## src/rtl/serial_deser_pkg.sv

```systemverilog
// Shared types and defaults for the serial deserializer that feeds the byte queue.
package serial_deser_pkg;

  typedef enum logic [1:0] {
    COLLECT,
    FULL,
    HANDOFF
  } deser_state_t;

  localparam int DATA_W_DEFAULT = 8;

endpackage

```

## src/rtl/serial_deserializer_edge_rise.sv

```systemverilog
// Rising-edge detector for a level strobe; the history flop resets high so a
// strobe already asserted when reset releases is not mistaken for a new edge.
module edge_rise
  import serial_deser_pkg::*;
(
  input  logic clock_1MHz,
  input  logic rst,
  input  logic in,
  output logic rise
);

  logic r_prev;

  always_ff @(posedge clock_1MHz) begin
    if (rst) begin
      r_prev <= 1'b1;
    end else begin
      r_prev <= in;
    end
  end

  assign rise = in & ~r_prev;

endmodule

```

## src/rtl/serial_deserializer.sv

```systemverilog
// Serial-to-word collector (LSB first) with a valid/ack handoff to the byte queue.
// Build option SERIAL_DESER_SYNC_EN adds 2-flop synchronizers on data_in, write_in, enqueue_in.
module serial_deserializer
  import serial_deser_pkg::*;
#(
  parameter int DATA_W = DATA_W_DEFAULT
) (
  input  logic              clock_1MHz,
  input  logic              rst,
  input  logic              data_in,
  input  logic              write_in,
  input  logic              enqueue_in,
  input  logic              data_ack_in,
  output logic [DATA_W-1:0] data_out,
  output logic              data_valid_out,
  output logic              status_out,
  output logic              drop_out
);

  localparam int CNT_W = $clog2(DATA_W) + 1;

  logic w_data;
  logic w_write;
  logic w_enqueue;

`ifdef SERIAL_DESER_SYNC_EN
  logic [1:0] r_data_sync;
  logic [1:0] r_write_sync;
  logic [1:0] r_enq_sync;

  // data_in rides the same two-flop delay as write_in so bit alignment holds
  always_ff @(posedge clock_1MHz) begin
    if (rst) begin
      r_data_sync  <= 2'b00;
      r_write_sync <= 2'b00;
      r_enq_sync   <= 2'b00;
    end else begin
      r_data_sync  <= {r_data_sync[0], data_in};
      r_write_sync <= {r_write_sync[0], write_in};
      r_enq_sync   <= {r_enq_sync[0], enqueue_in};
    end
  end

  assign w_data    = r_data_sync[1];
  assign w_write   = r_write_sync[1];
  assign w_enqueue = r_enq_sync[1];
`else
  assign w_data    = data_in;
  assign w_write   = write_in;
  assign w_enqueue = enqueue_in;
`endif

  logic w_write_rise;
  logic w_enq_rise;

  edge_rise u_write_edge (
    .clock_1MHz (clock_1MHz),
    .rst        (rst),
    .in         (w_write),
    .rise       (w_write_rise)
  );

  edge_rise u_enq_edge (
    .clock_1MHz (clock_1MHz),
    .rst        (rst),
    .in         (w_enqueue),
    .rise       (w_enq_rise)
  );

  deser_state_t      r_state;
  logic [CNT_W-1:0]  r_cnt;
  logic [DATA_W-1:0] r_shreg;
  logic [DATA_W-1:0] w_next_shreg;
  logic              w_last_bit;

  // Shift register image with the incoming bit placed, so a completing word
  // can be copied to data_out in the same cycle as its final bit lands.
  always_comb begin
    w_next_shreg = r_shreg;
    for (int i = 0; i < DATA_W; i++) begin
      if (r_cnt == CNT_W'(i)) begin
        w_next_shreg[i] = w_data;
      end
    end
  end

  assign w_last_bit = (r_cnt == CNT_W'(DATA_W - 1));

  always_ff @(posedge clock_1MHz) begin
    if (rst) begin
      r_state        <= COLLECT;
      r_cnt          <= '0;
      r_shreg        <= '0;
      data_out       <= '0;
      data_valid_out <= 1'b0;
      status_out     <= 1'b1;
      drop_out       <= 1'b0;
    end else begin
      drop_out <= 1'b0;
      case (r_state)
        COLLECT: begin
          if (w_write_rise) begin
            r_shreg <= w_next_shreg;
            r_cnt   <= r_cnt + CNT_W'(1);
            if (w_last_bit) begin
              r_state    <= FULL;
              data_out   <= w_next_shreg;
              status_out <= 1'b0;
            end
          end
          if (w_enq_rise) begin
            drop_out <= 1'b1;
          end
        end
        FULL: begin
          if (w_enq_rise) begin
            r_state        <= HANDOFF;
            data_valid_out <= 1'b1;
          end
          if (w_write_rise) begin
            drop_out <= 1'b1;
          end
        end
        HANDOFF: begin
          if (data_ack_in) begin
            r_state        <= COLLECT;
            data_valid_out <= 1'b0;
            status_out     <= 1'b1;
            r_cnt          <= '0;
            r_shreg        <= '0;
          end
          if (w_write_rise || w_enq_rise) begin
            drop_out <= 1'b1;
          end
        end
        default: begin
          r_state <= COLLECT;
        end
      endcase
    end
  end

endmodule

```

## config.mk

```make
export PLATFORM = sky130hd
export DESIGN_NAME = serial_deserializer
export DESIGN_NICKNAME = d
export VERILOG_FILES = /design/src/rtl/serial_deser_pkg.sv /design/src/rtl/serial_deserializer_edge_rise.sv /design/src/rtl/serial_deserializer.sv
export SDC_FILE = /design/constraint.sdc
export NUM_CORES = 1
export LEC_CHECK = 0
export ABC_AREA = 0
export CELL_PAD_IN_SITES_DETAIL_PLACEMENT = 1
export CELL_PAD_IN_SITES_GLOBAL_PLACEMENT = 2
export CORE_MARGIN = 2
export CORE_UTILIZATION = 33
export DETAILED_ROUTE_END_ITERATION = 10
export HOLD_SLACK_MARGIN = 0.15
export PLACE_DENSITY = 0.78
export SYNTH_ARGS = -nofsm -noshare
export SYNTH_HDL_FRONTEND = slang
export SYNTH_SLANG_ARGS = --single-unit
```

## constraint.sdc

```tcl
create_clock -name clock_1MHz -period 2 [get_ports clock_1MHz]
set_input_delay 0.6 -clock clock_1MHz [delete_from_list [all_inputs] [get_ports clock_1MHz]]
set_output_delay 0.6 -clock clock_1MHz [all_outputs]
set_load 0.05 [all_outputs]
```

==> impl_metrics.csv <==
group,metric,value,unit
place,dp_hpwl,2270,µm
timing,worst_slew_pin_slew,436,ps
timing,rsz0062_at_grt,"false",
outcome,status,"complete, no violations",
global_routing,grt.overflow.total,0,
timing,slew_headroom,70.9,%
floorplan,die_x,65.4,µm
timing,min_period,1900,ps
setup_path,crit_required,2150,ps
pwr,p_comb_share,6.9,%
cts,cts_made_buffers,3,
yosys,ys_seq_area_share,41.9,%
yosys,syn_inst,127,
timing,hold_violations,0,
timing,min_period_over_period,94.8,%
cts,clock_sinks,26,
pwr,leakage,0.000568,µW
timing,final_max_slew_viol_count,0,
floorplan,rows,22,
timing,finClkSkew,7.01,ps
yosys,ys_ff_latch,26,
setup_path,startpoint_type,"input port",
drt,first_iter_violations,31,
pwr,pwr-share-clk,42.0,%
setup_path,worstPathArrival,2050,ps
worst_hold_path,hold_path_class,"reg2reg",
floorplan,dieHeight,65.4,µm
setup_path,crit_path_top_delay_cell,"clkdlybuf4s50_1",
timing,finalSetupViolCount,0,
timing,fmax,527,MHz
setup_path,cp.depth,5,
drt,ant_nets,0,
floorplan,core-area,3630,µm²
place,post-place-ws,-163,ps
cts,cts_buffer_depth,2,
setup_path,r2r.worst_path.cells,4,
layout,antenna_cells,0,
cts,clk_pin_slew,90,ps
place,place_congestion,0.742,
pwr,p_int,825,µW
layout,area_growth,23.4,%
yosys,synth_nets,137,
global_routing,globalRouteTotalUtil,15.8,%
floorplan,die_area,4280,µm²
pwr,switchingPower,206,µW
cts,htreeDepth,1,
cts,clk_latency,270,ps
global_routing,grt_pass1_vias,1036,
pwr,p_seq_share,51.1,%
layout,layout.cells.most_common,"dfxtp_1",
setup_path,cpLargestDelayFamily,"simple AND/OR/NAND/NOR gates",
cts,cts_resized,0,
drt,avgViaCountPerCell,5.21,
yosys,synth_area,1240,µm²
setup_path,cp_num_buf_inv,2,
drt,first_pass_iters,3,
timing,fin_ws,104,ps
global_routing,grt_pass1_wl,5190,µm
setup_path,critical_path_class,"in2reg",
pwr,ir_drop,0.373,mV
setup_path,critPathMaxStageDelay,470,ps
place,placedCellCount,192,
floorplan,ios,17,
pwr,swShare,20.0,%
layout,fin_area,1540,µm²
pwr,p_per_area,671,nW/µm²
floorplan,start_util,34.2,%
cts,cts_hold_buf,0,
layout,fillers,436,
drt,routed_wl,3040,µm
flow_run,maxCapViolCount,0,
layout,layout_common_cells,"26 x dfxtp_1, 23 x buf_4, 14 x a21oi_1, 8 x nor3b_1",
worst_hold_path,hold_path_depth,1,
cts,cts_setup_buffers,0,
place,portBuffers,16,
drt,route.detailed.drc,0,
cts,cts-root-buf,"clkbuf_8",
global_routing,grt_antenna_before_repair,0,
drt,wl_per_cell,15.5,µm
yosys,synth.distinct_cells,32,
setup_path,cp_cell_sequence,"clkdlybuf4s50_1 > or4b_4 > buf_4 > nor2_4 > a211oi_1",
place,placed_cell_area,1460,µm²
setup_path,critical_path.max_fanout,7,
yosys,syn_area_per_cell,9.79,µm²
cts,tritoncts,"built",
layout,fin_cells,196,
yosys,yosysWarnings,0,
layout,post-route-util,42.3,%
drt,route.vias.total,1022,
layout,drive_above_1_share,21.6,%
setup_path,worstSetupEndpointType,"flop",
layout,final_nets,159,
global_routing,grt_max_degree,16,
## worst reg2reg max path: cells and delay by family, from the launching register on
kind | cells | cell delay (ps)
compound gates | 1 | 120
buf+inv | 1 | 180
flops | 1 | 440
simple gates | 2 | 800
## layer usage
layer | global-route usage, % | vias to the layer above | share of wire [%]
met4 | 3.91 | 0 | 0.59
met5 | 0 | - | 0
li1 | - | 506 | -
met3 | 2.40 | 2 | 2.3
met2 | 25.8 | 12 | 48
met1 | 21.8 | 502 | 49
## metrics by stage
step | setup TNS (ps) | total power, µW | hold WS (ps)
floorplan | 0 | 575 | 432
detailed placement | -2180 | 609 | 446
global placement | -1740 | 608 | 444
CTS | 0 | 1040 | 472
finish | 0 | 1030 | 466
global route | 0 | 1070 | 488
## cells in the mapped netlist
| cell | count | area share [%] |
|---|---|---|
| nand3b_1 | 5 | 3.0 |
| nor2_4 | 1 | 0.91 |
| o2bb2ai_1 | 7 | 4.9 |
| inv_1 | 5 | 1.5 |
| buf_2 | 2 | 0.80 |
| nor2_1 | 1 | 0.30 |
| or2_1 | 2 | 1.0 |
| or4b_4 | 1 | 1.1 |
| nand3_1 | 4 | 1.6 |
| a21oi_1 | 14 | 5.6 |
| buf_4 | 1 | 0.60 |
| nor3_2 | 1 | 0.80 |
| a221oi_1 | 1 | 0.70 |
| nand2_1 | 5 | 1.5 |
| nor3b_1 | 8 | 4.8 |
| mux2_1 | 2 | 1.8 |
| nand2b_1 | 1 | 0.50 |
| o21ai_1 | 2 | 0.80 |
| a21oi_2 | 1 | 0.70 |
| a211oi_1 | 7 | 4.2 |
| nor4b_4 | 1 | 1.9 |
| o32ai_1 | 1 | 0.70 |
| and3b_1 | 2 | 1.4 |
| ha_1 | 4 | 4.0 |
| nor2b_1 | 1 | 0.50 |
| buf_6 | 2 | 1.8 |
| dfxtp_1 | 26 | 42 |
| o21ai_0 | 1 | 0.40 |
| a211o_1 | 2 | 1.4 |
| clkbuf_1 | 6 | 1.8 |
| mux2i_1 | 7 | 5.6 |
| nor3_1 | 3 | 1.2 |
## power by group through the flow
stage	clock network, µW	registers [µW]	logic [µW]
finish	432	526	71.6
global route	460	527	78.4
CTS	439	526	71.6
detailed placement	0	538	70.7
global placement	0	538	69.5
floorplan	0	539	36.0
## layout make-up
type | instances | area (µm²) | share of cell area (%)
clock buffer | 3 | 41.3 | 2.69
clock inverter | 1 | 30.0 | 1.96
tap | 48 | 60.1 | 3.91
multi-input combinational | 85 | 642 | 41.8
timing repair buffer | 28 | 223 | 14.5
inverter | 5 | 18.8 | 1.22
sequential | 26 | 520 | 33.9
## cell families (layout without fill, tap and decap cells)
group,Yosys count,count (layout),share of synthesized area [%]
AO/OA/AOI/OAI,36,36,19.5
AND/OR/NAND/NOR,36,36,20.6
flip-flops,26,26,41.9
buffers and inverters,16,37,6.54
multiplexers,9,9,7.44
adder cells (fa/ha/maj),4,4,4.02
## worst paths after layout
kind	startpoint	end	slack [ps]
hold / removal	r_shreg[1]	r_shreg[1]	470
setup / recovery	write_in	data_out[2]	100
setup reg to reg	r_state[0]	data_out[2]	350
hold reg to reg	r_shreg[1]	r_shreg[1]	470
## sequential cells by signal, indices dropped and copies added (netlist names)
name	count
r_state	2
data_out	8
status_out	1
u_write_edge.r_prev	1
r_cnt	4
u_enq_edge.r_prev	1
data_valid_out	1
drop_out	1
r_shreg	7
Note: power is estimated with default switching activity, not from simulation.
==> edit 1: new RTL, same settings <==
The package constant `DATA_W_DEFAULT` goes from 8 to 16.
--- a/src/rtl/serial_deser_pkg.sv
+++ b/src/rtl/serial_deser_pkg.sv
@@ -7,7 +7,7 @@
     HANDOFF
   } deser_state_t;
 
-  localparam int DATA_W_DEFAULT = 8;
+  localparam int DATA_W_DEFAULT = 16;
 
 endpackage
 
Interface: changed (resized data_out); port bits go from 17 to 25. The function was not compared with the original's and may differ.
==> edit 1 against the original RTL <==
Routed wire length is 46% higher. Sequential cell count increased by 17. Worst setup slack better by 110 ps. Power rose by 45%. Synthesized area rose by 59%. Maximum frequency grew 6.3%. Final area grew 57%. Highest routed layer unchanged.
==> edit 1: results (changes against the original RTL) <==
clk_latency_ps: 300  # +30 ps
yosys_most_used_dff: "dfxtp_1"
post_cts_resized: 0  # unchanged
drive_gt1_share_pct: 26.47  # +4.8 points
gp_congestion: 0.7816  # +5.3%
hp-class: "reg -> reg"
cp_max_fo: 23  # +16
path_clk_slew_ps: 90  # about the same
synth.area.top_cells: "dfxtp_1 (44%), mux2i_1 (9.1%), a211oi_2 (8.9%)"
port_buffers: 24  # +8
wl_mm: 4.453  # +46%
synth-edff-count: 0  # unchanged
fill_cells: 682  # +56%
synth_warnings: 0  # unchanged
nets: 248  # +56%
grt.total_usage_pct: 15.05  # -0.72 points
synth_common_cells: "dfxtp_1 (43), nand2_1 (21), nor2_1 (21), mux2i_1 (18), o21ai_0 (15)"
firstDrtPassIters: 4  # +1
grt_max_degree: 24  # +8
grt_pass1_vias: 1503  # +45%
numCtsBuffers: 5  # +2
wl_met3_um: 127  # +84%
syn_nets: 216  # +58%
first_iter_violations: 73  # +140%
worst_path_max_delay_cell: "clkdlybuf4s50_1"
post_drt_wl_per_cell_um: 14.23  # -8.3%
antenna_found_initial: 0  # unchanged
synthCells: 205  # +61%
viasPerCell: 4.914  # -5.8%
htreeDepth: 2  # +1
wl_met1_mm: 2.165  # +45%
worst_pin_slew_ps: 404.4  # -31.44 ps
status: "complete, no violations"
peakVddDrop_mv: 0.2744  # -26%
place_inst: 305  # +59%
clock_skew_ps: 10.39  # +3.386 ps
synth_cell_type_count: 33  # +3.1%
yosysSeqAreaShare_pct: 43.52  # +1.7 points
grt_pass1_wl_mm: 7.576  # +46%
clk_path_buf_depth: 2  # unchanged
async_flop_share_pct: 0  # unchanged
dp_hpwl_mm: 3.198  # +41%
cp.arrival_ps: 1990  # -60 ps
reg_top3: "data_out: 16 flops, r_shreg: 15 flops, r_cnt: 5 flops"
route.met2.wl_mm: 2.092  # +43%
p_leak_uw: 0.0008704  # +53%
highest_layer: "met4"
switchingPower_uw: 351.5  # +71%
-- edit 1: cell count changes in the layout (fill, tap and decap cells not counted), moves of 9 or more --
cell      change
a211oi_2     +14
nand2_1      +16
a21oi_1      -10
o21ai_0      +14
nor2_1       +20
mux2i_1      +11
dfxtp_1      +17
buf_4         +9
-- edit 1: area by class of cell --
cell class | instances | area share [%]
multi-input combinational | 142 | 41.57
sequential | 43 | 35.70
timing repair buffer | 40 | 14.53
tap | 75 | 3.892
clock buffer | 6 | 3.010
inverter | 5 | 0.7784
clock inverter | 2 | 0.5189
-- edit 1: power groups by stage --
stage	combinational (uW)	clock [uW]	sequential, uW
4_1_cts	89.8	566	864
6_report	87.7	544	864
3_3_place_gp	88.4	0	885
2_1_floorplan	42.6	0	885
5_1_grt	97.7	605	866
3_5_place_dp	89.5	0	885
-- edit 1: layer usage --
metal	GRT usage (%)	up-vias
met5	0	-
met4	5.593	0
met3	3.297	6
met2	23.69	17
met1	20.18	726
li1	-	789
-- edit 1: worst paths after layout --
| kind | start | endpoint | slack, ps | depth (start not counted) |
|---|---|---|---|---|
| setup / recovery | write_in | data_out[1] | 220 | 6 |
| hold / removal | r_shreg[7] | r_shreg[7] | 460 | 2 |
| setup reg to reg | r_cnt[0] | data_out[1] | 280 | 7 |
| hold reg to reg | r_shreg[7] | r_shreg[7] | 460 | 2 |
-- edit 1: metrics by stage --
| step | total power [uW] | hold slack [ps] | setup WS [ps] | instance area [sq um] | util (%) |
|---|---|---|---|---|---|
| 2_1_floorplan | 928.1 | 424.4 | 326.0 | 1978 | - |
| 3_3_place_gp | 972.9 | 432.8 | -83.15 | 2326 | 39.76 |
| 3_5_place_dp | 974.2 | 445.0 | -99.70 | 2326 | 39.76 |
| 4_1_cts | 1521 | 462.5 | 171.6 | 2411 | 41.21 |
| 5_1_grt | 1568 | 495.7 | 125.9 | 2411 | 41.21 |
| 6_report | 1496 | 460.5 | 216.4 | 2411 | 41.21 |
-- edit 1: cell families (layout without fill, tap and decap cells) --
group                      count (synthesis)  in the layout  synth area share (%)
muxes                                     18             18                 9.108
AOI/OAI and AO/OA                         43             43                 17.20
adders and majority gates                  5              5                 3.163
and+or+nand+nor                           76             76                 21.19
buffers and inverters                     20             53                 5.819
DFF                                       43             43                 43.52
-- edit 1: critical path, delay by kind of cell --
kind,cells,cell delay (ps)
simple gates,3,510
compound gates,1,200
buf+inv,2,670
==> edit 2: new RTL, same flow settings <==
Made on the original files. Encoding of `deser_state_t`: now one-hot (3 bits for 3 states).
--- a/src/rtl/serial_deser_pkg.sv
+++ b/src/rtl/serial_deser_pkg.sv
@@ -1,10 +1,10 @@
 // Shared types and defaults for the serial deserializer that feeds the byte queue.
 package serial_deser_pkg;
 
-  typedef enum logic [1:0] {
-    COLLECT,
-    FULL,
-    HANDOFF
+  typedef enum logic [2:0] {
+    COLLECT = 3'b001,
+    FULL    = 3'b010,
+    HANDOFF = 3'b100
   } deser_state_t;
 
   localparam int DATA_W_DEFAULT = 8;
Formal check against the unedited RTL: same outputs for any inputs over 10 cycles, from zero or initial values and one cycle with rst high; not proved beyond that.
==> edit 2 against the original RTL <==
First-iteration DRC count up 77%. Register-to-register slack lost 180 ps. Synthesized area shrank 1.0%. Critical path depth stayed put. Routed wire length is 6.9% lower. Count of clock-buffer cells in the layout is the same. Sequential power rose by 3.8%. Non-clock buffer count is 4 lower. Power shrank 12%. Final area decreased by 2.0%. Worst setup slack better by 55 ps. Sequential cell count up 1. Core utilization decreased by 0.83 points. Critical endpoint is now r_cnt[0].
==> edit 2: results (changes against the original RTL) <==
powerComb_uw: 59.0  # -18%
buffers: 24  # -14%
hp-start: "data_out[7]"
wl_mm: 2.829  # -6.9%
pre_cts_ws_ps: -159.9  # +3.105 ps
num-multi-input-gates: 94  # +11%
synth.area.top_cells: "dfxtp_1 (44%), mux2i_1 (6.5%), o2bb2ai_1 (5.0%)"
grt_pass1_vias: 1060  # +2.3%
grt_max_degree: 22  # +6
bufAreaShareNonClock_pct: 13.63  # -0.87 points
yosysSeqAreaShare_pct: 43.90  # +2.1 points
nets: 163  # +2.5%
clock_skew_ps: 4.191  # -2.817 ps
cp_max_fo: 8  # +1
first_iter_violations: 55  # +77%
synth_cell_type_count: 34  # +6.3%
fin_crit_ps: 1842  # -54.59 ps
reg2reg_to: "data_out[3]"
p_leak_uw: 0.0006333  # +12%
placed_area_sq_um: 1459  # -0.34%
switchingPower_uw: 200.4  # -2.6%
relSlewSlack_pct: 63.82  # -7.1 points
clk_share_pct: 3.076  # -1.6 points
multi_input_area_share_pct: 42.64  # +0.83 points
status: "complete, no violations"
grt_pass1_wl_mm: 4.899  # -5.6%
area_growth_pct: 22.26
powerClk_uw: 303  # -30%
sh_seq_area_pct: 35.91  # +2.0 points
num_vias: 993  # -2.8%
r2r_cells: 6  # +2
inverters_excl_clock: 3  # -2
==> edit 2: metal layers <==
| layer | global-route usage, % | part of all wire, % | routed length, um |
|---|---|---|---|
| met5 | 0 | 0 | 0 |
| met2 | 24.36 | 48 | 1345 |
| met4 | 4.688 | 0.64 | 18 |
| met3 | 2.257 | 2.5 | 71 |
| met1 | 19.61 | 49 | 1394 |
==> edit 2: worst max-delay path, stage by stage <==
cell and delay (ps):
clkdlybuf4s50_1 490, nand2b_1 140, or4_1 590, nor2_1 150, a21o_1 90
==> edit 2: kinds of logic (layout without fill, tap and decap cells) <==
group	Yosys count	in the layout	synth area share, %
and+or+nand+nor	52	52	23.88
muxes	8	8	6.504
DFF	27	27	43.90
AOI/OAI and AO/OA	30	30	17.68
adders and majority gates	4	4	4.065
buffers and inverters	10	31	3.963
==> edit 2: through the flow <==
stage / instances / total power, uW
after global routing: 200 / 961.3
after floorplan: 131 / 590.8
final: 200 / 907.9
after CTS: 200 / 926.2
after global placement: 196 / 616.4
after detailed placement: 196 / 618.4
